--- src/rtl/ex_mem_stage_pkg.sv ---
// Shared definitions for the execute stage: ALU operation codes,
// forwarding-select encoding and small combinational helpers.
package ex_mem_stage_pkg;

  localparam int DATA_W = 32;
  localparam int REG_W  = 5;
  localparam int OP_W   = 3;

  localparam logic [OP_W-1:0] ALU_ADD = 3'b000;
  localparam logic [OP_W-1:0] ALU_SUB = 3'b001;
  localparam logic [OP_W-1:0] ALU_AND = 3'b010;
  localparam logic [OP_W-1:0] ALU_OR  = 3'b011;
  localparam logic [OP_W-1:0] ALU_SLT = 3'b100;

  // Where an ALU operand comes from: register file, EX/MEM or MEM/WB
  typedef enum logic [1:0] {
    FWD_REG   = 2'b00,
    FWD_MEMWB = 2'b01,
    FWD_EXMEM = 2'b10
  } fwd_sel_t;

  // Pick an operand according to a forwarding select
  function automatic logic [DATA_W-1:0] fwd_mux(
    input fwd_sel_t          sel,
    input logic [DATA_W-1:0] reg_val,
    input logic [DATA_W-1:0] exmem_val,
    input logic [DATA_W-1:0] memwb_val
  );
    case (sel)
      FWD_EXMEM: fwd_mux = exmem_val;
      FWD_MEMWB: fwd_mux = memwb_val;
      default:   fwd_mux = reg_val;
    endcase
  endfunction

  // ALU: add/sub wrap, slt is signed, unused codes produce zero
  function automatic logic [DATA_W-1:0] alu_eval(
    input logic [OP_W-1:0]   op,
    input logic [DATA_W-1:0] a,
    input logic [DATA_W-1:0] b
  );
    case (op)
      ALU_ADD: alu_eval = a + b;
      ALU_SUB: alu_eval = a - b;
      ALU_AND: alu_eval = a & b;
      ALU_OR:  alu_eval = a | b;
      ALU_SLT: alu_eval = ($signed(a) < $signed(b)) ? 32'd1 : 32'd0;
      default: alu_eval = '0;
    endcase
  endfunction

endpackage

--- src/rtl/ex_mem_stage_if.sv ---
// Bus between the ID/EX register, the hazard unit, the write-back stage
// and the EX/MEM register. The stage itself uses the slave view.
interface ex_mem_stage_if;
  import ex_mem_stage_pkg::*;

  logic              stall;
  logic              flush;
  logic [DATA_W-1:0] data1;
  logic [DATA_W-1:0] data2;
  logic [DATA_W-1:0] sign_extend;
  logic [REG_W-1:0]  rs;
  logic [REG_W-1:0]  rt;
  logic [REG_W-1:0]  rd;
  logic              reg_write;
  logic              alu_src;
  logic              reg_dst;
  logic              mem_write;
  logic              mem_read;
  logic              mem_to_reg;
  logic [OP_W-1:0]   alu_op;
  logic              wb_reg_write;
  logic [REG_W-1:0]  wb_write_reg;
  logic [DATA_W-1:0] wb_write_data;

  logic [DATA_W-1:0] out_alu_result;
  logic [DATA_W-1:0] out_store_data;
  logic [REG_W-1:0]  out_write_reg;
  logic              out_zero;
  logic              out_reg_write;
  logic              out_mem_write;
  logic              out_mem_read;
  logic              out_mem_to_reg;

  modport master (
    output stall, flush, data1, data2, sign_extend, rs, rt, rd,
           reg_write, alu_src, reg_dst, mem_write, mem_read, mem_to_reg,
           alu_op, wb_reg_write, wb_write_reg, wb_write_data,
    input  out_alu_result, out_store_data, out_write_reg, out_zero,
           out_reg_write, out_mem_write, out_mem_read, out_mem_to_reg
  );

  modport slave (
    input  stall, flush, data1, data2, sign_extend, rs, rt, rd,
           reg_write, alu_src, reg_dst, mem_write, mem_read, mem_to_reg,
           alu_op, wb_reg_write, wb_write_reg, wb_write_data,
    output out_alu_result, out_store_data, out_write_reg, out_zero,
           out_reg_write, out_mem_write, out_mem_read, out_mem_to_reg
  );

endinterface

--- src/rtl/ex_mem_stage_forwarding_unit.sv ---
// Forwarding unit: decides, per operand, whether the newest value of
// rs/rt lives in EX/MEM, in MEM/WB, or still in the register file.
// Register $0 is never forwarded because it is hardwired to zero.
module forwarding_unit
  import ex_mem_stage_pkg::*;
(
  input  logic [REG_W-1:0] rs,
  input  logic [REG_W-1:0] rt,
  input  logic             ex_reg_write,
  input  logic [REG_W-1:0] ex_write_reg,
  input  logic             wb_reg_write,
  input  logic [REG_W-1:0] wb_write_reg,
  output fwd_sel_t         fwd_a,
  output fwd_sel_t         fwd_b
);

  logic ex_valid;
  logic wb_valid;

  // EX/MEM is the younger producer, so it is checked before MEM/WB
  always_comb begin
    ex_valid = ex_reg_write && (ex_write_reg != '0);
    wb_valid = wb_reg_write && (wb_write_reg != '0);

    fwd_a = FWD_REG;
    if (ex_valid && (ex_write_reg == rs))
      fwd_a = FWD_EXMEM;
    else if (wb_valid && (wb_write_reg == rs))
      fwd_a = FWD_MEMWB;

    fwd_b = FWD_REG;
    if (ex_valid && (ex_write_reg == rt))
      fwd_b = FWD_EXMEM;
    else if (wb_valid && (wb_write_reg == rt))
      fwd_b = FWD_MEMWB;
  end

endmodule

--- src/rtl/ex_mem_stage.sv ---
// Execute stage plus EX/MEM pipeline register. Operands are forwarded
// from this stage's own registered result or from the write-back bus,
// the ALU result and destination are computed and then registered for
// the memory stage. The hazard unit can hold (stall) or bubble (flush).
module ex_mem_stage
  import ex_mem_stage_pkg::*;
(
  input  logic          clk,
  input  logic          rst,
  ex_mem_stage_if.slave bus
);

  fwd_sel_t          fwd_a_sel;
  fwd_sel_t          fwd_b_sel;
  logic [DATA_W-1:0] op_a;
  logic [DATA_W-1:0] fwd_b;
  logic [DATA_W-1:0] op_b;
  logic [DATA_W-1:0] alu_result;
  logic [REG_W-1:0]  dest_reg;

  forwarding_unit u_forwarding_unit (
    .rs           (bus.rs),
    .rt           (bus.rt),
    .ex_reg_write (bus.out_reg_write),
    .ex_write_reg (bus.out_write_reg),
    .wb_reg_write (bus.wb_reg_write),
    .wb_write_reg (bus.wb_write_reg),
    .fwd_a        (fwd_a_sel),
    .fwd_b        (fwd_b_sel)
  );

  // Operand selection, ALU and destination choice; the store value is
  // always the forwarded Rt, never the immediate
  always_comb begin
    op_a       = fwd_mux(fwd_a_sel, bus.data1, bus.out_alu_result, bus.wb_write_data);
    fwd_b      = fwd_mux(fwd_b_sel, bus.data2, bus.out_alu_result, bus.wb_write_data);
    op_b       = bus.alu_src ? bus.sign_extend : fwd_b;
    alu_result = alu_eval(bus.alu_op, op_a, op_b);
    dest_reg   = bus.reg_dst ? bus.rd : bus.rt;
  end

  // EX/MEM register: reset > flush (bubble) > stall (hold) > load
  always_ff @(posedge clk or posedge rst) begin
    if (rst) begin
      bus.out_alu_result <= '0;
      bus.out_store_data <= '0;
      bus.out_write_reg  <= '0;
      bus.out_zero       <= 1'b0;
      bus.out_reg_write  <= 1'b0;
      bus.out_mem_write  <= 1'b0;
      bus.out_mem_read   <= 1'b0;
      bus.out_mem_to_reg <= 1'b0;
    end else if (bus.flush) begin
      bus.out_alu_result <= '0;
      bus.out_store_data <= '0;
      bus.out_write_reg  <= '0;
      bus.out_zero       <= 1'b0;
      bus.out_reg_write  <= 1'b0;
      bus.out_mem_write  <= 1'b0;
      bus.out_mem_read   <= 1'b0;
      bus.out_mem_to_reg <= 1'b0;
    end else if (!bus.stall) begin
      bus.out_alu_result <= alu_result;
      bus.out_store_data <= fwd_b;
      bus.out_write_reg  <= dest_reg;
      bus.out_zero       <= (alu_result == '0);
      bus.out_reg_write  <= bus.reg_write;
      bus.out_mem_write  <= bus.mem_write;
      bus.out_mem_read   <= bus.mem_read;
      bus.out_mem_to_reg <= bus.mem_to_reg;
    end
  end

endmodule

--- src/flat_wrapper.sv ---
// flat-port wrapper written by rule: the top's interface ports become plain ports
module ex_mem_stage_flat import ex_mem_stage_pkg::*;
  (clk, rst, bus_stall, bus_flush, bus_data1, bus_data2, bus_sign_extend, bus_rs, bus_rt, bus_rd, bus_reg_write, bus_alu_src, bus_reg_dst, bus_mem_write, bus_mem_read, bus_mem_to_reg, bus_alu_op, bus_wb_reg_write, bus_wb_write_reg, bus_wb_write_data, bus_out_alu_result, bus_out_store_data, bus_out_write_reg, bus_out_zero, bus_out_reg_write, bus_out_mem_write, bus_out_mem_read, bus_out_mem_to_reg);
  ex_mem_stage_if bus_i ();
  input  logic clk;
  input  logic rst;
  input wire logic [$bits(bus_i.stall)-1:0] bus_stall;
  input wire logic [$bits(bus_i.flush)-1:0] bus_flush;
  input wire logic [$bits(bus_i.data1)-1:0] bus_data1;
  input wire logic [$bits(bus_i.data2)-1:0] bus_data2;
  input wire logic [$bits(bus_i.sign_extend)-1:0] bus_sign_extend;
  input wire logic [$bits(bus_i.rs)-1:0] bus_rs;
  input wire logic [$bits(bus_i.rt)-1:0] bus_rt;
  input wire logic [$bits(bus_i.rd)-1:0] bus_rd;
  input wire logic [$bits(bus_i.reg_write)-1:0] bus_reg_write;
  input wire logic [$bits(bus_i.alu_src)-1:0] bus_alu_src;
  input wire logic [$bits(bus_i.reg_dst)-1:0] bus_reg_dst;
  input wire logic [$bits(bus_i.mem_write)-1:0] bus_mem_write;
  input wire logic [$bits(bus_i.mem_read)-1:0] bus_mem_read;
  input wire logic [$bits(bus_i.mem_to_reg)-1:0] bus_mem_to_reg;
  input wire logic [$bits(bus_i.alu_op)-1:0] bus_alu_op;
  input wire logic [$bits(bus_i.wb_reg_write)-1:0] bus_wb_reg_write;
  input wire logic [$bits(bus_i.wb_write_reg)-1:0] bus_wb_write_reg;
  input wire logic [$bits(bus_i.wb_write_data)-1:0] bus_wb_write_data;
  output wire logic [$bits(bus_i.out_alu_result)-1:0] bus_out_alu_result;
  output wire logic [$bits(bus_i.out_store_data)-1:0] bus_out_store_data;
  output wire logic [$bits(bus_i.out_write_reg)-1:0] bus_out_write_reg;
  output wire logic [$bits(bus_i.out_zero)-1:0] bus_out_zero;
  output wire logic [$bits(bus_i.out_reg_write)-1:0] bus_out_reg_write;
  output wire logic [$bits(bus_i.out_mem_write)-1:0] bus_out_mem_write;
  output wire logic [$bits(bus_i.out_mem_read)-1:0] bus_out_mem_read;
  output wire logic [$bits(bus_i.out_mem_to_reg)-1:0] bus_out_mem_to_reg;
  assign bus_i.stall = bus_stall;
  assign bus_i.flush = bus_flush;
  assign bus_i.data1 = bus_data1;
  assign bus_i.data2 = bus_data2;
  assign bus_i.sign_extend = bus_sign_extend;
  assign bus_i.rs = bus_rs;
  assign bus_i.rt = bus_rt;
  assign bus_i.rd = bus_rd;
  assign bus_i.reg_write = bus_reg_write;
  assign bus_i.alu_src = bus_alu_src;
  assign bus_i.reg_dst = bus_reg_dst;
  assign bus_i.mem_write = bus_mem_write;
  assign bus_i.mem_read = bus_mem_read;
  assign bus_i.mem_to_reg = bus_mem_to_reg;
  assign bus_i.alu_op = bus_alu_op;
  assign bus_i.wb_reg_write = bus_wb_reg_write;
  assign bus_i.wb_write_reg = bus_wb_write_reg;
  assign bus_i.wb_write_data = bus_wb_write_data;
  assign bus_out_alu_result = bus_i.out_alu_result;
  assign bus_out_store_data = bus_i.out_store_data;
  assign bus_out_write_reg = bus_i.out_write_reg;
  assign bus_out_zero = bus_i.out_zero;
  assign bus_out_reg_write = bus_i.out_reg_write;
  assign bus_out_mem_write = bus_i.out_mem_write;
  assign bus_out_mem_read = bus_i.out_mem_read;
  assign bus_out_mem_to_reg = bus_i.out_mem_to_reg;
  ex_mem_stage u_core (.clk(clk), .rst(rst), .bus(bus_i));
endmodule
--- config.mk ---
export PLATFORM = sky130hd
export DESIGN_NAME = ex_mem_stage_flat
export DESIGN_NICKNAME = d
export VERILOG_FILES = /design/src/rtl/ex_mem_stage_pkg.sv /design/src/rtl/ex_mem_stage_if.sv /design/src/rtl/ex_mem_stage_forwarding_unit.sv /design/src/rtl/ex_mem_stage.sv /design/src/flat_wrapper.sv
export SDC_FILE = /design/constraint.sdc
export NUM_CORES = 1
export LEC_CHECK = 0
export CAP_MARGIN = 20
export CORE_MARGIN = 2
export CORE_UTILIZATION = 55
export CTS_CLUSTER_SIZE = 12
export DETAILED_ROUTE_END_ITERATION = 10
export PLACE_DENSITY = 0.87
export SYNTH_ARGS = -nofsm -noshare
export SYNTH_HDL_FRONTEND = slang
export SYNTH_SLANG_ARGS = --single-unit
--- constraint.sdc ---
create_clock -name clk -period 13.4 [get_ports clk]
set_clock_uncertainty 0.15 [all_clocks]
set_input_delay 1.34 -clock clk [delete_from_list [all_inputs] [get_ports clk]]
set_output_delay 1.34 -clock clk [all_outputs]
set_load 0.03 [all_outputs]
==> impl_metrics.csv <==
group,metric,value,unit
floorplanning,die_width,140,microns
critical_path,crit_required,13.53,ns
floorplanning,die_h,140,microns
clock_tree,ctsResizeCount,0,
global_route,antenna_found_initial,0,
floorplanning,fp.coreArea,18000,sq um
clock_tree,clk_pin_slew,0.07,ns
power,p_clk_frac,0.253,
yosys,synth-xor-area-share,0.0310,
sta,tightest_slew,1.07,ns
placed_design,place_inst,1762,
critical_path,worst-path-buf-inv,3,
clock_tree,clockBufferDepth,2,
critical_path,crit_arrival,7.91,ns
yosys,synthArstFlopShare,1.00,
yosys,synth-edff-count,0,
power,power_density,80.8,nW/um^2
yosys,synthDistinctLibCells,73,
layout,finalNonFillerCells,1779,
sta,slew_headroom,0.283,
clock_tree,clock_tree.root_cell,"clkbuf_16",
drt,viasPerCell,6.51,
clock_tree,clk_latency,0.36,ns
critical_path,worst_path_dominant_cell_family,"compound AO/OA/AOI/OAI gates",
critical_path,cp-start-kind,"input port",
power,power_frac_comb,0.502,
layout,n_antenna_cell,0,
floorplanning,die_area,19600,sq um
power,swShare,0.430,
drt,wirelength,42400,microns
sta,tns,0,ns
sta,rsz0062_at_grt,"no",
clock_tree,htreeDepth,3,
sta,hold_viol_final,0,
global_route,grt_usage,0.420,
critical_path,path_cells,"clkdlybuf4s50_1 > or4_1 > o21ai_0 > nor4_2 > buf_4 > mux2i_1 > o21ai_0 > mux2_2 > ha_1 > inv_1 > fa_1 > nor2b_1 > o221ai_1 > a21oi_1 > o311ai_0 > a21oi_1 > mux2i_1 > nor3_1 > and3_1 > o2111a_1 > nand4_1 > nor4_1 > a32o_2",
placed_design,place_area,12600,sq um
yosys,postSynthAreaPerCell,7.40,sq um
critical_path,critPathMaxFanout,32,
power,p_sw,0.000449,W
layout,layout.nets,1809,
global_route,first_global_vias,11000,
yosys,synthSimpleGateAreaFrac,0.184,
placed_design,gp_congestion,1.04,
sta,setup_viol,0,
sta,finalCriticalPeriod,7.78,ns
critical_path,cp_slowest_cell,"o311ai_0",
global_route,grt_max_degree,75,
sta,fin_crit_sh,0.580,
yosys,synth_top_family_by_area,"compound AO/OA/AOI/OAI gates",
power,p_int,0.000594,W
layout,finish.instance_area,12900,sq um
yosys,syn_inst,1374,
critical_path,critPathCaptureType,"flop",
placed_design,portBuffers,235,
run_status,status,"complete, no violations",
yosys,yosys_warnings,0,
global_route,grt_pass1_wl,64700,microns
clock_tree,cts_hold_buf,0,
power,seqPwrFrac,0.245,
power,ir_drop,0.0686,mV
drt,drt-initial-drc-count,1459,
drt,ant_nets,0,
yosys,seq_area_frac_synth,0.182,
yosys,ys.flop_type,"dfrtp_1",
floorplanning,boundaryPins,236,
sta,fmax,0.129,GHz
yosys,yosys_register_bits,74,
drt,route.detailed.drc,0,
global_route,gr-total-overflow,0,
worst_hold_path,hold_path.class,"flop to flop",
layout,drive_above_1_share,0.0548,
placed_design,hpwl,32100,microns
flow_run,cap_violations,0,
drt,vias,11600,
drt,drtPass1Iterations,6,
drt,wl_per_cell,23.9,microns
sta,drv_slew,0,
yosys,synth-adder-area-share,0.127,
critical_path,critical-path-max-stage-delay,0.62,ns
yosys,muxShareOfSynthArea,0.163,
clock_tree,numCtsBuffers,9,
floorplanning,rows,49,
clock_tree,cts_tree,"yes",
power,leakagePower,5.45,nW
clock_tree,cts_sinks,74,
yosys,syn_nets,1638,
yosys,syn-cell-area,10200,sq um
critical_path,worstSetupPathType,"input port to flop",
clock_tree,postCtsSetupBuffers,0,
layout,syn_to_final_growth,26.9,%
yosys,synth_compound_area_frac,0.240,
floorplanning,initial_core_util,0.564,
stage by stage:
stage	util	hold WS, ns	total power (W)	setup slack [ns]
global placement	0.697	0.350	0.000756	5.58
detailed placement	0.697	0.367	0.000759	5.48
global route	0.716	0.396	0.00109	5.16
finish	0.716	0.381	0.00104	5.62
floorplan	-	0.555	0.000573	6.98
CTS	0.715	0.383	0.00102	5.81
cell usage in the layout, fill, tap and decap left out, types with 4 or more instances in the layout:
cell,Yosys,routed
clkdlybuf4s50_1,0,232
nor2_1,180,180
mux2i_1,126,126
nand2_1,113,113
a21oi_1,112,112
o21ai_0,111,111
inv_1,103,102
ha_1,100,100
dfrtp_1,74,74
mux2_2,33,33
nor3_1,32,32
a211oi_1,29,29
xnor2_1,24,24
nand3_1,23,23
o211ai_1,15,15
buf_4,0,14
a31oi_1,13,13
xor2_1,12,12
nand2b_1,11,11
o21a_1,11,11
nor4_1,15,11
a21o_1,11,11
o31ai_1,10,10
or3_1,9,9
clkbuf_16,0,9
nor2b_1,8,8
o21bai_1,8,8
nand4_1,8,8
o211a_1,6,6
and3_1,5,5
or4_1,5,5
o311ai_0,5,5
or2_2,4,4
o31a_1,4,4
a22oi_1,4,4
nor4_2,0,4
cells in the mapped netlist, types with 3 or more instances:
cell	count	area, sq um
a211o_1	3	26.3
a211oi_1	29	218
a21o_1	11	82.6
a21oi_1	112	561
a22oi_1	4	30.0
a31oi_1	13	81.3
a41oi_1	3	26.3
and3_1	5	31.3
and4_1	3	26.3
buf_1	12	45.0
buf_2	7	35.0
clkbuf_1	69	259
dfrtp_1	74	1850
ha_1	100	1250
inv_1	103	387
mux2_2	33	372
mux2i_1	126	1260
nand2_1	113	424
nand2b_1	11	68.8
nand3_1	23	115
nand3b_1	3	22.5
nand4_1	8	50.1
nor2_1	180	676
nor2b_1	8	50.1
nor3_1	32	160
nor4_1	15	93.8
o2111ai_1	3	26.3
o211a_1	6	60.1
o211ai_1	15	113
o21a_1	11	82.6
o21ai_0	111	556
o21bai_1	8	60.1
o221ai_1	3	26.3
o311ai_0	5	43.8
o31a_1	4	35.0
o31ai_1	10	75.1
or2_2	4	25.0
or3_1	9	56.3
or4_1	5	37.5
xnor2_1	24	210
xor2_1	12	105
routing by layer:
| metal | track usage | vias up | share of wire |
|---|---|---|---|
| met5 | 0 | - | 0 |
| met1 | 0.579 | 5473 | 0.41 |
| met4 | 0.134 | 0 | 0.032 |
| met3 | 0.106 | 103 | 0.12 |
| met2 | 0.646 | 790 | 0.44 |
| li1 | - | 5207 | - |
kinds of logic after synthesis:
group | count (synthesis)
simple gates | 424
flops | 74
xor+xnor | 36
compound gates | 384
fa+ha+maj | 102
buf+inv | 194
mux | 160
power by group through the flow:
| stage | clock network (W) | registers (W) | logic [W] |
|---|---|---|---|
| 6_report | 0.000264 | 0.000255 | 0.000524 |
| 4_1_cts | 0.000263 | 0.000254 | 0.000506 |
| 3_5_place_dp | 0 | 0.000258 | 0.000501 |
| 3_3_place_gp | 0 | 0.000257 | 0.000498 |
| 2_1_floorplan | 0 | 0.000280 | 0.000293 |
| 5_1_grt | 0.000272 | 0.000256 | 0.000558 |
tightest hold or removal path: stages (launching register included):
cell     delay [ns]
dfrtp_1        0.35
mux2i_1        0.07
nor2_1         0.08
final timing paths:
kind	from	endpoint	slack (ns)	depth (start not counted)
setup / recovery	bus_wb_write_reg[1]	u_core.bus.out_zero$_DFFE_PP0P_	5.62	23
hold / removal	u_core.bus.out_store_data[26]$_DFFE_PP0P_	u_core.bus.out_store_data[26]$_DFFE_PP0P_	0.38	2
setup reg to reg	u_core.bus.out_write_reg[4]$_DFFE_PP0P_	u_core.bus.out_zero$_DFFE_PP0P_	6.77	21
hold reg to reg	u_core.bus.out_store_data[26]$_DFFE_PP0P_	u_core.bus.out_store_data[26]$_DFFE_PP0P_	0.38	2
max in group asynchronous	rst	u_core.bus.out_alu_result[10]$_DFFE_PP0P_	11.39	4
min in group asynchronous	rst	u_core.bus.out_store_data[22]$_DFFE_PP0P_	1.12	3
cell type report:
| type | instances | area (sq um) |
|---|---|---|
| repair buffers | 250 | 2470 |
| well taps | 229 | 287 |
| fillers | 1477 | 5120 |
| multi-input cells | 1106 | 7600 |
| inverters | 104 | 390 |
| flip-flops and latches | 74 | 1850 |
| clock inverters | 6 | 72.6 |
| clock buffers | 10 | 239 |
No activity file was read; power rests on OpenSTA's default activity.
